## src/rtl/mem_access_pkg.sv

```systemverilog
// Shared constants and helpers for the MEM stage: FSM encodings, funct3 codes
// and the store lane/strobe rules.
package mem_access_pkg;

  typedef logic [1:0] state_t;

  localparam state_t ST_IDLE  = 2'd0;
  localparam state_t ST_WAIT  = 2'd1;
  localparam state_t ST_DRAIN = 2'd2;

  localparam int MAX_WAIT_DEFAULT = 255;

  localparam logic [2:0] F3_B  = 3'b000;
  localparam logic [2:0] F3_H  = 3'b001;
  localparam logic [2:0] F3_W  = 3'b010;
  localparam logic [2:0] F3_BU = 3'b100;
  localparam logic [2:0] F3_HU = 3'b101;

  // size is funct3[1:0]: 00 byte, 01 half, anything wider is treated as a word
  function automatic logic is_misaligned(input logic [1:0] size, input logic [1:0] addr_lo);
    case (size)
      2'b00:   return 1'b0;
      2'b01:   return addr_lo[0];
      default: return addr_lo != 2'b00;
    endcase
  endfunction

  function automatic logic [3:0] store_strobe(input logic [1:0] size, input logic [1:0] addr_lo);
    case (size)
      2'b00:   return 4'b0001 << addr_lo;
      2'b01:   return 4'b0011 << addr_lo;
      default: return 4'b1111;
    endcase
  endfunction

  function automatic logic [31:0] store_data(input logic [1:0] size, input logic [31:0] data);
    case (size)
      2'b00:   return {4{data[7:0]}};
      2'b01:   return {2{data[15:0]}};
      default: return data;
    endcase
  endfunction

endpackage

```

## src/rtl/load_extend.sv

```systemverilog
// Selects the addressed byte/half of a read word and sign- or zero-extends it.
module load_extend
  import mem_access_pkg::*;
(
  input  logic [31:0] word,
  input  logic [1:0]  addr_lo,
  input  logic [2:0]  funct3,
  output logic [31:0] data
);

  logic [7:0]  byte_sel;
  logic [15:0] half_sel;

  always_comb begin
    byte_sel = word[{addr_lo, 3'b000} +: 8];
    half_sel = addr_lo[1] ? word[31:16] : word[15:0];
    case (funct3)
      F3_B:    data = {{24{byte_sel[7]}}, byte_sel};
      F3_H:    data = {{16{half_sel[15]}}, half_sel};
      F3_BU:   data = {24'b0, byte_sel};
      F3_HU:   data = {16'b0, half_sel};
      default: data = word;
    endcase
  end

endmodule

```

## src/rtl/mem_access.sv

```systemverilog
// MEM stage of mini_cpu: runs loads/stores on the req/ack data bus and feeds
// the MEM/WB register, stalling upstream while an access is outstanding.
module mem_access
  import mem_access_pkg::*;
#(
  parameter int MAX_WAIT = MAX_WAIT_DEFAULT
) (
  input  logic        clk,
  input  logic        reset,
  input  logic [4:0]  in_regWAddr,
  input  logic [31:0] in_result,
  input  logic [31:0] in_storeData,
  input  logic        in_memRead,
  input  logic        in_memWrite,
  input  logic [2:0]  in_funct3,
  input  logic [31:0] in_pc,
  input  logic        in_valid,
  input  logic        flush,
  output logic        stall,
  output logic [4:0]  out_regWAddr,
  output logic [31:0] out_result,
  output logic [31:0] out_readData,
  output logic [31:0] out_pc,
  output logic        out_valid,
  output logic        out_misalign,
  output logic        out_busErr,
  output logic        dmem_req,
  output logic        dmem_we,
  output logic [31:0] dmem_addr,
  output logic [31:0] dmem_wdata,
  output logic [3:0]  dmem_wstrb,
  input  logic        dmem_ack,
  input  logic [31:0] dmem_rdata
);

  state_t      state;
  logic [7:0]  wait_cnt;
  logic [4:0]  cap_regWAddr;
  logic [31:0] cap_result;
  logic [31:0] cap_pc;
  logic [2:0]  cap_funct3;
  logic        cap_load;
  logic [31:0] ext_data;

  logic mem_op;
  logic addr_bad;
  logic accept;
  logic busy;
  logic wait_expired;
  logic done;

  assign mem_op   = in_valid & (in_memRead | in_memWrite);
  assign addr_bad = is_misaligned(in_funct3[1:0], in_result[1:0]);
  assign accept   = (state == ST_IDLE) & mem_op & ~addr_bad & ~flush;
  assign busy     = (state != ST_IDLE);
  // Expiry fires in the MAX_WAIT-th unacknowledged cycle; an ack in that same cycle wins.
  assign wait_expired = busy & ~dmem_ack & (wait_cnt == 8'(MAX_WAIT - 1));
  assign done     = busy & (dmem_ack | wait_expired);

  load_extend u_load_extend (
    .word    (dmem_rdata),
    .addr_lo (cap_result[1:0]),
    .funct3  (cap_funct3),
    .data    (ext_data)
  );

  always_comb begin
    stall        = 1'b0;
    out_regWAddr = in_regWAddr;
    out_result   = in_result;
    out_pc       = in_pc;
    out_readData = '0;
    out_valid    = 1'b0;
    out_misalign = 1'b0;
    out_busErr   = 1'b0;
    case (state)
      ST_IDLE: begin
        if (mem_op && !flush) begin
          if (addr_bad) begin
            out_valid    = 1'b1;
            out_regWAddr = '0;
            out_misalign = 1'b1;
          end else begin
            stall = 1'b1;
          end
        end else begin
          out_valid = in_valid & ~flush;
        end
      end
      ST_WAIT: begin
        out_regWAddr = cap_regWAddr;
        out_result   = cap_result;
        out_pc       = cap_pc;
        if (dmem_ack) begin
          out_valid    = ~flush;
          out_readData = cap_load ? ext_data : '0;
        end else if (wait_expired) begin
          out_valid    = ~flush;
          out_busErr   = ~flush;
          out_regWAddr = '0;
        end else begin
          stall = 1'b1;
        end
      end
      ST_DRAIN: begin
        out_regWAddr = cap_regWAddr;
        out_result   = cap_result;
        out_pc       = cap_pc;
        stall        = ~done;
      end
      default: ;
    endcase
  end

  // Bus fields are registered at acceptance and held untouched until the access completes.
  always_ff @(posedge clk or posedge reset) begin
    if (reset) begin
      state        <= ST_IDLE;
      wait_cnt     <= '0;
      cap_regWAddr <= '0;
      cap_result   <= '0;
      cap_pc       <= '0;
      cap_funct3   <= '0;
      cap_load     <= 1'b0;
      dmem_req     <= 1'b0;
      dmem_we      <= 1'b0;
      dmem_addr    <= '0;
      dmem_wdata   <= '0;
      dmem_wstrb   <= '0;
    end else begin
      case (state)
        ST_IDLE: begin
          wait_cnt <= '0;
          if (accept) begin
            cap_regWAddr <= in_regWAddr;
            cap_result   <= in_result;
            cap_pc       <= in_pc;
            cap_funct3   <= in_funct3;
            cap_load     <= in_memRead;
            dmem_req     <= 1'b1;
            dmem_we      <= ~in_memRead;
            dmem_addr    <= {in_result[31:2], 2'b00};
            dmem_wdata   <= in_memRead ? 32'h0 : store_data(in_funct3[1:0], in_storeData);
            dmem_wstrb   <= in_memRead ? 4'h0 : store_strobe(in_funct3[1:0], in_result[1:0]);
            state        <= ST_WAIT;
          end
        end
        ST_WAIT, ST_DRAIN: begin
          if (done) begin
            state      <= ST_IDLE;
            wait_cnt   <= '0;
            dmem_req   <= 1'b0;
            dmem_we    <= 1'b0;
            dmem_wstrb <= '0;
          end else begin
            wait_cnt <= wait_cnt + 8'd1;
            if (state == ST_WAIT && flush) state <= ST_DRAIN;
          end
        end
        default: state <= ST_IDLE;
      endcase
    end
  end

endmodule
```

## config.mk

```make
export PLATFORM = sky130hd
export DESIGN_NAME = mem_access
export DESIGN_NICKNAME = d
export VERILOG_FILES = /design/src/rtl/mem_access_pkg.sv /design/src/rtl/load_extend.sv /design/src/rtl/mem_access.sv
export SDC_FILE = /design/constraint.sdc
export NUM_CORES = 1
export LEC_CHECK = 0
export CAP_MARGIN = 20
export CORE_ASPECT_RATIO = 1.5
export CORE_UTILIZATION = 43
export DETAILED_ROUTE_END_ITERATION = 7
export GPL_TIMING_DRIVEN = 0
export PLACE_DENSITY = 0.82
export SLEW_MARGIN = 20
export SYNTH_ARGS = -nofsm -noshare
export SYNTH_HDL_FRONTEND = slang
export SYNTH_SLANG_ARGS = --single-unit
```

## constraint.sdc

```tcl
create_clock -name clk -period 4.85 [get_ports clk]
set_input_delay 0.97 -clock clk [delete_from_list [all_inputs] [get_ports clk]]
set_output_delay 0.97 -clock clk [all_outputs]
set_load 0.01 [all_outputs]
```

Yosys cells after proc, flatten, opt, wreduce, memory -nomap -nowiden
Cells that the tools add are included.
{"block": "word_totals", "ff_bits": 151, "in_bits": 143, "wordCells": 99}
{"block": "op_classes", "mux": 45, "n_reduce_logical": 13, "shifts": 3, "addsub": 1, "eq_ne": 10, "bitwise_logic": 15}
{"cell": "2-to-1 mux 32 bit", "count": 6}
{"cell": "case mux 32 bit (4 select lines)", "count": 1}
{"cell": "case mux 32 bit (2 select lines)", "count": 1}
{"cell": "variable part select 32 x 6 -> 8 bit", "count": 1}
{"cell": "2-to-1 mux 5 bit", "count": 4}
{"cell": "2-to-1 mux 16 bit", "count": 1}
{"cell": "case mux 4 bit (2 select lines)", "count": 2}
{"cell": "case mux 8 bit (2 select lines)", "count": 1}
{"cell": "2-to-1 mux 1 bit", "count": 15}
{"cell": "case mux 5 bit (3 select lines)", "count": 1}
{"cell": "2-to-1 mux 4 bit", "count": 3}
{"cell": "adder 8 x 1 -> 8 bit, second input constant", "count": 1}
{"cell": "bitwise AND 1 bit", "count": 8}
{"cell": "equality test 8 bit, second input constant", "count": 1}
{"cell": "2-to-1 mux 8 bit", "count": 1}
{"cell": "case mux 1 bit (2 select lines)", "count": 4}
{"cell": "equality test 3 bit, second input constant", "count": 2}
{"cell": "2-to-1 mux 2 bit", "count": 3}
{"cell": "nonzero test 2 bit", "count": 3}
{"cell": "NOT 1 bit", "count": 5}
{"cell": "equality test 2 x 1 -> 1 bit, second input constant", "count": 2}
{"cell": "logical NOT 2 bit", "count": 2}
{"cell": "case mux 2 bit (2 select lines)", "count": 1}
{"cell": "AND reduction 2 bit", "count": 2}
{"cell": "other kinds (14)", "count": 16}

Longest topological paths before layout
{"block": "depth", "ltp_word": 7, "depth_mapped": 9}

Cells and area by module
A second synthesis with hierarchy kept.
{"block": "unflattened", "hier_cells": 694, "area_unflattened_um2": 7389.6}
{"mod": "mem_access", "seq_area_each_um2": 3027.9, "area_each_um2": 6628.9, "cells_each": 576, "n_inst": 1}
{"mod": "load_extend", "seq_area_each_um2": 0.0, "area_each_um2": 760.7, "cells_each": 118, "n_inst": 1}

Worst setup path before layout
No wires, ideal clock.
{"block": "synth_timing", "path_kind": "input port to output port", "start": "input port dmem_rdata[31]", "end": "output port out_readData[10]", "required_ns": 3.880, "path_buffers": 1, "path_stages": 5, "path_slack_ns": 1.680, "t_arrival_ns": 2.200, "path_cell_list": "mux4_2 > nor2b_1 > nor2b_1 > buf_2 > o311a_1"}
{"block": "synth_between", "elab_chain_cells": 5}
{"element": "start, declared", "line": "mem_access.sv:33", "source": "input logic [31:0] dmem_rdata"}
{"element": "variable part select 32 x 6 -> 8 bit", "line": "load_extend.sv:15", "source": "byte_sel = word[{addr_lo, 3'b000} +: 8];"}
{"element": "case mux 32 bit (4 select lines)", "line": "load_extend.sv:17", "source": "case (funct3)"}
{"element": "2-to-1 mux 32 bit", "line": "mem_access.sv:96", "source": "out_readData = cap_load ? ext_data : '0;"}
{"element": "2-to-1 mux 32 bit", "line": "mem_access.sv:94", "source": "if (dmem_ack) begin"}
{"element": "2-to-1 mux 32 bit", "line": "mem_access.sv:76", "source": "case (state)"}
{"element": "end, declared", "line": "mem_access.sv:22", "source": "output logic [31:0] out_readData,"}
Every way passes these cells.

Worst setup path after layout
{"block": "layout_timing", "start": "input port dmem_rdata[7]", "end": "output port out_readData[25]"}
Same word-level chain as after synthesis.

==> impl_metrics.toml <==
[critical_path]
crit_fanout = 10
cp-end-kind = "primary output"
path_class = "in -> out"
r2r_slack_ns = 2.46
critPathLaunchType = "input pin"
arrival_ns = 3.38
cp.required_ns = 3.88

[final_layout]
stdcell_count = 1219
fin_nets = 1146
area_growth_pct = 57.0
fin_util_pct = 69.2
layout-drive-gt1-share_pct = 24.0
design_area_um2 = 11200
final_common_cell = "clkdlybuf4s50_1"
final_cell_mix = "clkdlybuf4s50_1 (312), mux2_2 (135), dfrtp_1 (121)"

[sta]
rsz0062_at_grt = "false"
worst_slew_pin_slew_ns = 0.765
finalHoldViolations = 0
period_needed_ns = 4.35
fmax_mhz = 230
fin_crit_sh_pct = 89.7
fin_skew_ns = 0.00800
finalSetupViolCount = 0
slew_violations = 0
fin_ws_ns = 0.501
slew_headroom_pct = 49.0

[power]
power.total_uw = 6720
irDropWorstVdd_v = 0.000367
power.leakage_uw = 0.00474
powerDensity_nw_per_um2 = 599

[clock_network]
cts_sinks = 121
path_clk_slew_ns = 0.06
clk_path_buf_depth = 2
cts-buffers-inserted = 17
ctsResizeCount = 0
cts_setup_buffers = 0
clk_latency_ns = 0.41
cts_tree = "done"
htreeDepth = 4
ctsHoldBuffers = 0
clockRootBuffer = "clkbuf_16"

[die]
dieHeight_um = 160
top_level_ports = 318
coreArea_um2 = 16200
num_rows = 57
initial_utilization_pct = 44.1
dieWidth_um = 107
fp.dieArea_um2 = 17100

[routing]
drcViolationCount = 0
drtIter0Drc = 318
viasPerCell = 5.34
wirelength_mm = 23.0
vias = 6508
wl_per_cell_um = 18.8
drtPass1Iterations = 4
ant_nets = 0

[placed_design]
dpl_cell_area_um2 = 10600
dp.cells = 1184
portBuffers = 312
gp_congestion = 0.901
detailed_place_hpwl_mm = 17.6
dp_slack_ns = 0.516

[global_route]
grt_overflow = 0
grt_max_degree = 75
grt_pass1_vias = 6916
grt_pass1_wl_mm = 36.4
antenna_found_initial = 3
grt_use_total_pct = 27.6

[synth]
yosysWarnings = 0
netlist_area_um2 = 7130
synth_enable_flop_cells = 0
synth-seq-cells = 121
ys_dominant_reg_cell = "dfrtp_1"
syn_inst = 664
synth.avg_cell_area_um2 = 10.7
seq_area_frac_synth_pct = 42.4
synthArstFlopShare_pct = 100
yosysUniqueCellTypes = 53

[run]
cap_violations = 0

[status]
status = "completed"

[min_path]
hp-class = "reg -> reg"
routing by layer:
| layer | vias to the layer above | share of wire (%) | track usage [%] |
|---|---|---|---|
| met5 | - | 0 | 0 |
| met1 | 3130 | 35 | 27.5 |
| met3 | 63 | 7.5 | 7.88 |
| met2 | 291 | 53 | 50.4 |
| li1 | 3024 | - | - |
| met4 | 0 | 4.5 | 15.1 |
logic make-up (layout without fill, tap and decap cells):
family | after synthesis | after routing | synth area share [%]
muxes | 168 | 168 | 26.1
DFF | 121 | 121 | 42.4
and+or+nand+nor | 157 | 157 | 11.0
other | 1 | 5 | 0.0526
adders and majority gates | 6 | 6 | 1.05
AOI/OAI and AO/OA | 117 | 117 | 12.0
buffers and inverters | 92 | 437 | 7.07
xor gates and xnor gates | 2 | 2 | 0.246
worst max-delay path: stages:
cell,delay [ns]
clkdlybuf4s50_1,0.50
mux4_2,0.51
nor2b_1,0.17
o211ai_2,0.35
buf_2,0.31
nand2_1,0.08
clkdlybuf4s50_1,0.48
sequential cells by signal, indices dropped and copies added (netlist names):
| name | count |
|---|---|
| cap_funct3 | 3 |
| cap_load | 1 |
| cap_pc | 32 |
| cap_regWAddr | 5 |
| cap_result | 32 |
| dmem_req | 1 |
| dmem_wdata | 32 |
| dmem_we | 1 |
| dmem_wstrb | 4 |
| state | 2 |
| wait_cnt | 8 |
through the flow:
step / hold slack, ns / setup TNS (ns)
3_3_place_gp: 0.458 / -151.86
4_1_cts: 0.479 / 0
6_report: 0.474 / 0
3_5_place_dp: 0.465 / 0
5_1_grt: 0.504 / 0
2_1_floorplan: 0.471 / 0
power by group:
| group | total [uW] | internal (uW) | leakage [uW] | switching [uW] |
|---|---|---|---|---|
| Clock | 1390 | 893 | 0.000303 | 495 |
| Combinational | 3610 | 2100 | 0.00293 | 1510 |
| Sequential | 1720 | 1450 | 0.00151 | 265 |
| Total | 6720 | 4440 | 0.00474 | 2270 |
layout make-up:
| cell class | count | area [um^2] |
|---|---|---|
| well taps | 206 | 258 |
| fillers | 1286 | 4990 |
| plain buffers | 83 | 470 |
| diodes | 3 | 7.51 |
| clock inverters | 13 | 190 |
| repair buffers | 313 | 3150 |
| flip-flops and latches | 121 | 3030 |
| inverters | 9 | 38.8 |
| multi-input cells | 452 | 3610 |
| clock buffers | 19 | 453 |
final timing paths:
path | from | endpoint | cells after the start
worst max-delay path | dmem_rdata[7] | out_readData[25] | 7
worst min register to register | dmem_wdata[16] | dmem_wdata[16] | 2
min in group asynchronous | reset | cap_pc[10] | 2
max in group asynchronous | reset | cap_result[9] | 3
worst min-delay path | dmem_wdata[16] | dmem_wdata[16] | 2
worst max register to register | state[0] | dmem_req | 7
Yosys cell counts, drive strengths merged, types with 3 or more instances:
cell,n,area share [%]
nor2,19,1.2
o21ai,25,1.8
and2,4,0.35
inv,9,0.47
a21oi,21,1.5
a21o,4,0.42
nand3,3,0.21
o2bb2ai,8,0.98
o31ai,25,2.6
buf,60,5.4
nand2b,20,1.8
o221a,7,1.1
nor2b,13,1.1
mux2i,32,4.5
o311a,8,1.1
nor3,6,0.42
nor3b,7,0.74
mux2,135,21
nand2,74,3.9
clkbuf,23,1.2
ha,6,1.1
o41ai,3,0.37
dfrtp,121,42
Power figures use the tool's default switching activity.
